File: src/rtl/stopwatch_ctrl.sv
// Stopwatch run/stop/lap/clear controller: debounces two push-buttons and
// sequences the BCD counter chain (carry-in, clear, lap latch, saturation).

module stopwatch_ctrl_db #(
    parameter logic [15:0] DB_N = 16'd50000
) (
    input  logic clk,
    input  logic reset,
    input  logic btn_raw,
    output logic press
);

    logic        sync1_q, sync1_d;
    logic        sync2_q, sync2_d;
    logic        stable_q, stable_d;
    logic        stable_dly_q, stable_dly_d;
    logic        press_q, press_d;
    logic [15:0] cnt_q, cnt_d;

    always_comb begin
        sync1_d      = btn_raw;
        sync2_d      = sync1_q;
        stable_d     = stable_q;
        cnt_d        = '0;
        stable_dly_d = stable_q;
        // Pulse is registered one cycle after the stable level rises.
        press_d      = stable_q & ~stable_dly_q;
        if (sync2_q != stable_q) begin
            if (cnt_q == DB_N - 16'd1) begin
                stable_d = sync2_q;
            end else begin
                cnt_d = cnt_q + 16'd1;
            end
        end
    end

    always_ff @(posedge clk) begin
        if (reset) begin
            sync1_q      <= 1'b0;
            sync2_q      <= 1'b0;
            stable_q     <= 1'b0;
            stable_dly_q <= 1'b0;
            press_q      <= 1'b0;
            cnt_q        <= '0;
        end else begin
            sync1_q      <= sync1_d;
            sync2_q      <= sync2_d;
            stable_q     <= stable_d;
            stable_dly_q <= stable_dly_d;
            press_q      <= press_d;
            cnt_q        <= cnt_d;
        end
    end

    assign press = press_q;

endmodule

module stopwatch_ctrl #(
    parameter logic [15:0] DB_N = 16'd50000
) (
    input  logic       clk,
    input  logic       reset,
    input  logic       tick,
    input  logic       btn_ss_raw,
    input  logic       btn_lc_raw,
    input  logic       cnt_max,
    output logic       cnt_ci,
    output logic       cnt_clr,
    output logic       lap_load,
    output logic       disp_hold,
    output logic [1:0] state
);

    localparam logic [1:0] S_IDLE = 2'b00;
    localparam logic [1:0] S_RUN  = 2'b01;
    localparam logic [1:0] S_LAP  = 2'b10;
    localparam logic [1:0] S_STOP = 2'b11;

    logic       ss_p, lc_p, sat;
    logic [1:0] state_q, state_d;
    logic       cnt_clr_q, cnt_clr_d;
    logic       lap_load_q, lap_load_d;
    logic       disp_hold_q, disp_hold_d;

    stopwatch_ctrl_db #(.DB_N(DB_N)) u_db_ss (
        .clk     (clk),
        .reset   (reset),
        .btn_raw (btn_ss_raw),
        .press   (ss_p)
    );

    stopwatch_ctrl_db #(.DB_N(DB_N)) u_db_lc (
        .clk     (clk),
        .reset   (reset),
        .btn_raw (btn_lc_raw),
        .press   (lc_p)
    );

    assign sat = tick & cnt_max;

    // Start/stop is checked first, so a simultaneous lap/clear press is dropped.
    always_comb begin
        state_d     = state_q;
        cnt_clr_d   = 1'b0;
        lap_load_d  = 1'b0;
        disp_hold_d = disp_hold_q;
        case (state_q)
            S_IDLE: begin
                if (ss_p) begin
                    state_d = S_RUN;
                end else if (lc_p) begin
                    cnt_clr_d = 1'b1;
                end
            end
            S_RUN: begin
                if (ss_p) begin
                    state_d = S_STOP;
                end else if (lc_p) begin
                    state_d     = S_LAP;
                    lap_load_d  = 1'b1;
                    disp_hold_d = 1'b1;
                end else if (sat) begin
                    state_d = S_STOP;
                end
            end
            S_LAP: begin
                if (ss_p) begin
                    state_d = S_STOP;
                end else if (lc_p) begin
                    state_d     = S_RUN;
                    disp_hold_d = 1'b0;
                end else if (sat) begin
                    state_d = S_STOP;
                end
            end
            S_STOP: begin
                if (ss_p) begin
                    state_d     = S_RUN;
                    disp_hold_d = 1'b0;
                end else if (lc_p) begin
                    state_d     = S_IDLE;
                    cnt_clr_d   = 1'b1;
                    disp_hold_d = 1'b0;
                end
            end
            default: begin
                state_d     = S_IDLE;
                disp_hold_d = 1'b0;
            end
        endcase
    end

    always_ff @(posedge clk) begin
        if (reset) begin
            state_q     <= S_IDLE;
            cnt_clr_q   <= 1'b0;
            lap_load_q  <= 1'b0;
            disp_hold_q <= 1'b0;
        end else begin
            state_q     <= state_d;
            cnt_clr_q   <= cnt_clr_d;
            lap_load_q  <= lap_load_d;
            disp_hold_q <= disp_hold_d;
        end
    end

    // Uses the pre-transition state, so a tick on the edge leaving RUN still counts.
    assign cnt_ci    = tick & ((state_q == S_RUN) | (state_q == S_LAP)) & ~cnt_max;
    assign cnt_clr   = cnt_clr_q;
    assign lap_load  = lap_load_q;
    assign disp_hold = disp_hold_q;
    assign state     = state_q;

endmodule

File: config.mk
export PLATFORM = sky130hd
export DESIGN_NAME = stopwatch_ctrl
export DESIGN_NICKNAME = d
export VERILOG_FILES = /design/src/rtl/stopwatch_ctrl.sv
export SDC_FILE = /design/constraint.sdc
export NUM_CORES = 1
export LEC_CHECK = 0
export BUFFER_PORTS_ARGS = -buffer_cell sky130_fd_sc_hd__buf_4
export CORE_UTILIZATION = 45
export DETAILED_ROUTE_END_ITERATION = 12
export SYNTH_ARGS = -nofsm -noshare
export SYNTH_HDL_FRONTEND = slang
export SYNTH_SLANG_ARGS = --single-unit
File: constraint.sdc
create_clock -name clk -period 2 [get_ports clk]
set_clock_uncertainty 0.15 [all_clocks]
set_input_delay 0.2 -clock clk [delete_from_list [all_inputs] [get_ports clk]]
set_output_delay 0.2 -clock clk [all_outputs]
set_load 0.01 [all_outputs]
==> results of run 1 <==
[metrics by stage]
step	hold slack, ps	cells	setup WS, ps	utilization (%)	power [uW]
floorplan	122	230	371	-	1210
global placement	222	291	290	50.1	1300
detailed placement	228	291	264	50.1	1300
CTS	32.1	301	179	52.9	1920
global route	37.2	301	32.6	52.9	2030
finish	35.7	301	199	52.9	1890
[placed cells by master (no fill, tap or decap), drive strengths merged, types with 2 or more instances in the layout]
master       instances
inv                 11
nor2                42
or3                  2
nor4bb               2
dlygate4sd3          2
buf                 13
ha                   7
clkbuf               8
nand2                8
nand3               12
nand2b               5
mux2i                2
a21oi                5
xnor2               27
nor3                 9
xor2                 2
and3                 3
dfxtp               47
nor2b                7
nand4                9
nor4                12
o31ai                2
[worst max-delay path by stage]
stage | startpoint | slack (ps) | cells past startpoint | end
2_1_floorplan | state[0] | 370 | 5 | state[0]
3_3_place_gp | u_db_ss.cnt_q[0] | 290 | 5 | u_db_ss.cnt_q[14]
3_5_place_dp | u_db_ss.cnt_q[0] | 260 | 5 | u_db_ss.cnt_q[14]
4_1_cts | state[0] | 180 | 5 | cnt_ci
5_1_grt | state[0] | 30 | 5 | cnt_ci
6_report | state[0] | 200 | 5 | cnt_ci
[area by class of cell]
class | instances | share of cell area, %
clock buffers | 8 | 4.29
repair buffers | 15 | 5.04
inverters | 11 | 1.77
well taps | 52 | 2.79
flip-flops and latches | 47 | 40.3
multi-input cells | 168 | 45.8
[power groups by stage]
stage	Clock, uW	Sequential [uW]	Combinational (uW)
2_1_floorplan	0	1020	185
3_3_place_gp	0	1010	288
3_5_place_dp	0	1020	282
4_1_cts	637	995	288
5_1_grt	691	1000	333
6_report	606	994	287
[cell families after synthesis]
kind of cell	synth area share [%]
AND/OR/NAND/NOR	28.2
AO/OA/AOI/OAI	5.77
buffers and inverters	3.49
XOR/XNOR	12.2
flip-flops	45.2
multiplexers	0.962
adder cells (fa/ha/maj)	4.21
[routing by layer]
layer | GRT usage (%) | share of wire [%] | routed length (um)
met2 | 25.1 | 45 | 1530
met5 | 0 | 0 | 0
met1 | 19.4 | 51 | 1760
met4 | 6.67 | 1.3 | 43
met3 | 5.19 | 2.7 | 94
==> results summary, run 1 <==
The flow ran to the end, and the final reports show no timing, DRC or antenna violations. The total track usage is roughly 16%. The net count of the mapped netlist is 243. The combinational power share is 15.2%. The maximum root-to-sink buffer count is 2. The static leakage power came out at 0.000752 uW. The beginning of the worst register-to-register path is u_db_ss.cnt_q[0]. The slowest stage of the critical path is the sky130_fd_sc_hd__dfxtp_1 cell.

The post-CTS resize count is 0. The power per cell area came out at 809 nW/um2. The antenna diode count came out at 0.

For the worst setup path, the data required time is 1650 ps. In this run the critical register-to-register path is captured at u_db_ss.cnt_q[14]. By area the synthesized netlist is led by sky130_fd_sc_hd__dfxtp_1 (45%), sky130_fd_sc_hd__xnor2_1 (11%), sky130_fd_sc_hd__nor2_1 (7.6%). Setup repair after global routing left no endpoint under its margin. Of all nets on the critical path, the largest fanout is 7.

The post-synthesis cell type count came out at 36. After layout, the minimum clock period comes to 1800 ps. In this run the vertical extent of the chip is 70.0 um. Using the TritonRoute via totals, the vias-per-cell ratio works out to approximately 5.1.

In this run the tightest slew margin relative to its limit is 73.5%. For hold timing, the worst endpoint is disp_hold. Once detailed placement completed, the half-perimeter wirelength came to 2.33 mm. For this run, the slowest stage of the critical path takes 450 ps. The CTS clock-pin slew for the worst setup and hold paths came out at 80 ps. The cell family contributing the most delay on the critical path is flip-flops. Yosys mapped a number of flops with a built-in enable equal to 0.

The most common cell in the synthesized netlist is sky130_fd_sc_hd__dfxtp_1. Data arrives at the worst endpoint at roughly 1500 ps. The number of failing setup endpoints in the final timing report came out at 0. Sorting the synthesized cells by how often they occur yields sky130_fd_sc_hd__dfxtp_1 (47), sky130_fd_sc_hd__nor2_1 (42), sky130_fd_sc_hd__xnor2_1 (27), sky130_fd_sc_hd__nand3_1 (12). The starting DRC count in detailed routing came out at 64. After floorplanning, the core was sized to cover 4410 um2.

The sequential cell area is 941 um2. The critical path goes through inv_1, ha_1, nand2_1, nor2_1, buf_4. The reg-to-reg setup timing slack came out at 270 ps.

CTS built an H-tree with a depth of 2. The antenna violation net count after detailed routing is 0. The post-CTS setup buffer count came out at 0. Summing all multi-input logic gate instances after layout gives 1070 um2. In this run the cell area of the synthesized design comes to ~2100 um2. The DRC violations left is 0. The global placement routability congestion is 0.808. The net switching power of the design came out at 466 uW. After clock tree synthesis, the flow added hold-fix buffers numbering 2.

The number of placement rows is 24. The share of the synthesized area in the top cell type came out at 45.2%. STA classifies the critical path endpoint as an output pin. The routed wirelength normalized by instance count came out at 11.4 um. Once the floorplan was initialized, standard cells occupied 47.2% of the core. The number of buffer cells added on primary ports is 11. The layout-stage area growth over the synthesis result is 12.1%. The total number of yosys warnings came out at 0. The type of the worst setup path is flop to output pin. The die outline area is approximately 4900 um2. The CTS buffer count is 5.

The number of max-cap violations is 0. The worst-case IR drop observed on VDD is 0.328 mV. The vias after detailed routing is 1526.

The clock net sink count came out at 47. The root buffer cell chosen for the clock tree is sky130_fd_sc_hd__clkbuf_8. The max-slew violation count is 0. STA classifies the critical path startpoint as a flop. The count of fill cells added during filler insertion came out at around 410. The first detailed-routing pass took 4 iterations. After routing, the total negative slack on setup checks comes to 0 ps. The final global-route overflow total is 0. The final-report hold violation count came out at 0.

The synthesis-stage register bit count is between 40 and 50. The count of boundary I/O pins came out at 12. Summing the sequential cell areas from Yosys gives 45.2% of the chip area. For the worst flop-to-flop path, the logic depth is 5. Cell internal power was estimated by the tool at 1420 uW.

The fraction of layout instances using a drive strength above 1 came out at 9.24%. For this run, the leading register cell type out of synthesis is sky130_fd_sc_hd__dfxtp_1. The slew at the pin closest to its max-slew limit came out at 394 ps. The initial antenna violation count is 0. The clock group share of total power came out at 32.1%. The wire length of the first global-routing pass came out at 6.12 mm. The die width is roughly 70 um. Dividing the final minimum period by the clock period gives 90.1%. The sequential share of power is 52.7%. In this run the most critical hold path is launched from reset. The average size of a mapped cell came out at ~9 um2. At the end of the flow, the number of nets in the layout was 261.

The placement-stage cell area is about 2200 um2. TritonCTS built the clock tree. The clock insertion delay at the later pin of the skew report came out at 290 ps. The post-detailed-routing wire length came out at 3.42 mm. The min-delay analysis places its worst path in the category input port to flop. The critical path buffer and inverter count came out at 2. Synthesis produced 230 cells. Of all cell types, the one taking the most synthesized area is sky130_fd_sc_hd__dfxtp_1. With fillers left out, the area of the finished cells amounts to between 2000 and 2500 um2. The post-synthesis async set-or-reset flop share came out at 0%. The switching part of the total is between 20 and 25%. The via count of the first global-routing pass came to 1411. The number of cells on the worst hold path came out at 2.

The pin count of the biggest net entering global routing is 17. The fmax is 555 MHz.
Power figures use the tool's default switching activity.
==> run 2, diff against run 1 <==
CTS_BUF_LIST = sky130_fd_sc_hd__clkbuf_4   (was not set)
==> results summary, run 2 (synthesis gave the netlist of run 1 again) <==
In this run the cell area measured after placement is 2210 um2. The required time reported for the critical path endpoint is ~1700 ps. The post-detailed-routing wire length came out at 3.46 mm. The die outline area is 4900 um2. The wire length of the first global-routing pass is 6.18 mm.

The arrival time of the worst setup path is roughly 1400 ps. The maximum root-to-sink buffer count is 2. The clock tree from TritonCTS is done. The number of max-cap violations is 0. In this run the critical register-to-register path is captured at u_db_ss.cnt_q[14]. On the critical path, the stage with the largest delay is an instance of sky130_fd_sc_hd__dfxtp_1. The net count reported at finish came out at 264. The sequential cells in the finished layout cover a total of 942 um2. For this design the ratio of total power to cell area is 740 nW/um2.

The number of H-tree branching levels is 2. The worst setup path is of the flop to output pin kind. The pin count of the biggest net entering global routing came out at 17. The detail route stage leaves a number of antenna-violating nets equal to 0. The number of detailed-route iterations in the first pass is 4. The final design area excluding fillers is 2320 um2. The global placement routability congestion is 0.808. The share of total power dissipated in the clock network is about a quarter. The logic depth of the worst register-to-register path came out at 5. After detailed routing, the number of vias per cell comes to around 5. The die height came out at 70.0 um. The final-report hold violation count is 0. The count of boundary I/O pins is 12.

Across the VDD grid, the largest voltage drop is around 0.3 mV. The worst path needs between 1500 and 2000 ps of the cycle, external delays included. The library cells used most frequently in the layout, excluding fill and tap cells, are sky130_fd_sc_hd__dfxtp_1 (46), sky130_fd_sc_hd__nor2_1 (42), sky130_fd_sc_hd__xnor2_1 (27), sky130_fd_sc_hd__buf_4 (13), sky130_fd_sc_hd__nand3_1 (12).

The total track usage is roughly 16%. Setup repair after global routing left no endpoint under its margin. The repair_antennas step left the layout with diodes totalling 0. The starting utilization of the core area came out at between 40% and 50%. The cell family contributing the most delay on the critical path is flip-flops.

The initialized floorplan defines 24 standard-cell rows. The die width is 70.0 um. For this run the aggregate overflow at the end of global routing stands at 0. The clock reaches the later pin of the worst-skew pair after 360 ps. In this run, the combinational gates consume about 17% of the power. The initial antenna violation count is 0. The final period utilization is 89.5%.

The kind of start point of the critical path is a flop. The reg-to-reg setup timing slack is 260 ps. The flow ran to the end, and the final reports show no timing, DRC or antenna violations. The sequential share of power is 58.2%. The max-slew violation count came out at 0. In this run the worst setup path begins at state[1]. In the final routed layout, each cell accounts on average for around 11 um. In this run, the number of DRC markers left after iteration 0 of detailed routing was 85. The switching part of the total is approximately a quarter. Headroom to the max-slew limit came out at 73.5%.

The cell sitting at the root of the clock tree is a sky130_fd_sc_hd__clkbuf_4. The post-route netlist has under 10% of its cells at a drive strength greater than 1. The largest single stage delay on the critical path is around 420 ps. The placed wire-length estimate came out at 2.33 mm. The endpoint of the worst setup timing path is cnt_ci. The slew at the pin closest to its max-slew limit is 394 ps.

The count of fill cells added during filler insertion is 420. The number of buffer cells added on primary ports is 11. The total area inside the core boundary comes to ~4400 um2.

Adding up every negative setup slack in the final design gives 0 ps. The vias after detailed routing is roughly 1500. The post-CTS setup buffer count came out at 0. Clock tree synthesis inserted a total of 5 buffers. The critical path buffer and inverter count came out at 2. Cell internal power was estimated by the tool at around 1300 uW. Traced cell by cell, the critical path runs through inv_1, ha_1, nand2_1, nor2_1, buf_4. The via count of the first global-routing pass is 1431. The clock net sink count came out at 47. The net switching power of the design is 457 uW. The critical path runs through a total of 5 cells. The worst register-to-register path begins at u_db_ss.cnt_q[0]. For this run, the top clock speed supported by timing is 559 MHz. The DRC violations left came out at 0. The min-delay analysis places its worst path in the category flop to flop. The worst setup path is captured at an output pin.

The CTS clock-pin slew for the worst setup and hold paths is 120 ps. The area of the multi-input gates came out at 1070 um2. The maximum fanout along the worst path came out at 5.

The number of failing setup endpoints in the final timing report came out at 0. The static leakage power came out at 0.000747 uW. The library cell used most frequently in the layout, excluding fill and tap cells, is sky130_fd_sc_hd__dfxtp_1. The layout-stage area growth over the synthesis result is 11.3%.
==> run 2: timing repair <==
item,4_1_cts,5_1_grt
hold buffers,5,0
endpoints found under the setup margin,0,1
gates resized for setup,0,1
endpoints found under the hold margin,12,0
==> run 2: worst min-delay path by stage <==
stage / startpoint / to / slack, ps / cells after the start
after global routing: u_db_ss.stable_dly_q / u_db_ss.press / 270 / 1
after CTS: u_db_lc.stable_dly_q / u_db_lc.press / 250 / 1
after floorplan: reset / u_db_ss.sync2_q / 120 / 1
after detailed placement: u_db_lc.stable_dly_q / u_db_lc.press / 230 / 1
final: u_db_lc.stable_dly_q / u_db_lc.press / 240 / 1
after global placement: u_db_lc.stable_dly_q / u_db_lc.press / 220 / 1
==> run 2: stage by stage <==
stage | hold slack [ps] | power (uW) | std cells | worst slack [ps] | util (%)
finish | 240 | 1710 | 304 | 210 | 52.5
global route | 266 | 1840 | 304 | 65.8 | 52.5
CTS | 246 | 1740 | 304 | 91.4 | 52.5
detailed placement | 228 | 1300 | 291 | 264 | 50.1
global placement | 222 | 1300 | 291 | 290 | 50.1
floorplan | 122 | 1210 | 230 | 371 | -
==> run 2: power groups by stage <==
stage,sequential (uW),combinational (uW),clock (uW)
6_report,998,292,426
5_1_grt,1010,338,499
4_1_cts,996,293,452
3_5_place_dp,1020,282,0
3_3_place_gp,1010,288,0
2_1_floorplan,1020,185,0
==> run 2: layout make-up <==
cell class | instances | share of cell area, %
Multi-Input combinational cell | 168 | 46.1
Inverter | 11 | 1.78
Clock buffer | 6 | 1.94
Sequential cell | 47 | 40.7
Tap cell | 52 | 2.81
Timing Repair Buffer | 18 | 6.37
Clock inverter | 2 | 0.324
==> run 2: metal layers <==
layer	vias to the layer above	routed length [um]	track usage, %
li1	826	-	-
met1	699	1720	19.6
met2	15	1570	25.4
met3	7	96	3.46
met4	0	80	8.67
met5	-	0	0
==> run 3, diff against run 2 <==
CORE_UTILIZATION = 60   (was 45)
PLACE_DENSITY = 0.79   (was not set)
==> results summary, run 3 (synthesis gave the netlist of run 1 again) <==
The sequential share of power is a little over half. The congestion estimate from routability-driven global placement came to 0.833. The net switching power of the design is between 400 and 500 uW. In the routed layout, each cell is associated on average with a via count of 5.42. The max-slew violation count came out at 0. The cell-internal power is 1370 uW. Power spread over the standard cell area amounts to between 700 and 800 nW/um2.

The flow ran to the end, and the final reports show no timing, DRC or antenna violations. Once detail routing completed, the nets flagged for antenna violations numbered 0. The region available for standard cell placement spans 3340 um2.

The net count reported at finish came out at 263. The root buffer selected by CTS is sky130_fd_sc_hd__clkbuf_4. The count of boundary I/O pins is 12. The required time reported for the critical path endpoint is roughly 1700 ps. The routed wirelength normalized by instance count is 11.9 um.

The vias after detailed routing is 1609. The clock group share of total power came out at 29.7%. The starting utilization of the core area came out at 62.4%. STA classifies the critical path endpoint as an output pin. The combinational power share is 15.9%. The die outline area came out at 3710 um2. The path category of the worst min-delay check is flop to flop.

The arrival time of the worst setup path is about 1400 ps. The wire length of the first global-routing pass is 5.97 mm. The final period utilization is 89.0%.

The clock tree from TritonCTS is done. The final-report hold violation count came out at 0. The antenna diode count came out at 0. The type of the worst setup path is flop to output pin.

In this run the post-CTS setup repair buffer count came out at 0. The tightest hold path in the finished design has a slack of 243 ps. The post-detailed-routing wire length is 3.53 mm.

Leaving out fill and tap cells, the most frequent cell in the layout is sky130_fd_sc_hd__dfxtp_1. The worst path meets setup with 219 ps of slack. The maximum fanout along the worst path came out at 5. The number of detailed-route iterations in the first pass is 4.

The layout-stage area growth over the synthesis result came out at 11.7%. The number of buffer cells added on primary ports is 11. The final critical path time including I/O delays and setup came out at 1780 ps.

Net switching is 25.3% of the power. The final global-route overflow total is 0. Entering global routing, the biggest net connects 17 pins. The worst slew margin relative to its limit is 68.1%. The worst setup path is launched from a flop. For the worst-skew pair, the clock arrives at the later sink with an insertion delay of 360 ps. Clock-pin slew was measured on the worst setup and hold paths at 120 ps. The die height is 60.9 um. The post-placement worst setup slack came out at 292 ps. The number of placement rows is 21. The first routing iteration left 89 violations.

Setup repair after global routing left no endpoint under its margin. At the pin with the least slew margin, the transition time is 477 ps. The fmax is 561 MHz. In the layout the commonest cells are sky130_fd_sc_hd__dfxtp_1 (46), sky130_fd_sc_hd__nor2_1 (42), sky130_fd_sc_hd__xnor2_1 (27), sky130_fd_sc_hd__nand3_1 (12), sky130_fd_sc_hd__buf_4 (12).

The number of failing setup endpoints in the final timing report is 0. The number of H-tree branching levels is 2. The initial antenna violation count came to 0. The total track usage came out at 21.7%.

The worst IR drop on VDD is 0.558 mV. The number of max-cap violations is 0. Summed over all cells, the static leakage comes to 0.000755 uW. The fraction of layout instances using a drive strength above 1 came out at 9.16%. The tree built by TritonCTS fans out to 47 sinks. The die width is just over 60 um.

The maximum root-to-sink buffer count came out at 2. The sum of internal, switching and leakage power is about 1800 uW. The DRC violations left is 0.

The via count of the first global-routing pass is 1418. Counting the buffers created by CTS gives 5. Once detailed placement completed, the half-perimeter wirelength came to roughly 2.4 mm. The total negative setup slack is 0 ps.
==> run 3: path summary, 6_finish.rpt <==
check,startpoint,end,slack [ps],depth (start not counted)
worst min-delay path,u_db_ss.stable_dly_q,u_db_ss.press,240,1
worst max-delay path,state[1],cnt_ci,220,5
worst max register to register,u_db_ss.cnt_q[0],u_db_ss.cnt_q[5],260,5
worst min register to register,u_db_ss.stable_dly_q,u_db_ss.press,240,1
==> run 3: timing repair <==
action	in CTS	in global routing
endpoints found under the setup margin	0	1
gates resized for setup	0	1
hold endpoints to repair	12	0
hold buffers	5	0
==> run 3: power groups by stage <==
| stage | clock (uW) | combinational, uW | sequential (uW) |
|---|---|---|---|
| global placement | 0 | 278 | 1010 |
| detailed placement | 0 | 273 | 1020 |
| finish | 545 | 292 | 998 |
| global route | 597 | 328 | 1000 |
| CTS | 565 | 289 | 996 |
| floorplan | 0 | 185 | 1020 |
==> run 3: metrics by stage <==
stage / cell area (um2) / util, % / std cells
final: 2330 / 69.7 / 297
after global routing: 2330 / 69.7 / 297
after CTS: 2320 / 69.7 / 297
after detailed placement: 2200 / 65.9 / 284
after global placement: 2200 / 65.9 / 284
after floorplan: 2080 / - / 230
==> run 3: critical path, cell delays in order (launching register included) <==
cell,delay (ps)
sky130_fd_sc_hd__dfxtp_1,420
sky130_fd_sc_hd__inv_1,100
sky130_fd_sc_hd__ha_1,300
sky130_fd_sc_hd__nand2_1,50
sky130_fd_sc_hd__nor2_1,80
sky130_fd_sc_hd__buf_4,130
==> run 3: layout make-up <==
type	count	area, um2
multi-input combinational	168	1070
fill	284	1010
sequential	47	942
timing repair buffer	17	140
tap	46	57.6
inverter	11	41.3
clock inverter	3	38.8
clock buffer	5	37.5
==> run 3: routing by layer <==
metal	share of wire [%]	up-vias	GRT usage [%]	wire [um]
li1	-	831	-	-
met1	50	749	28.0	1750
met2	46	22	34.4	1620
met3	2.8	7	5.12	99
met4	1.8	0	9.74	62
met5	0	-	0	0
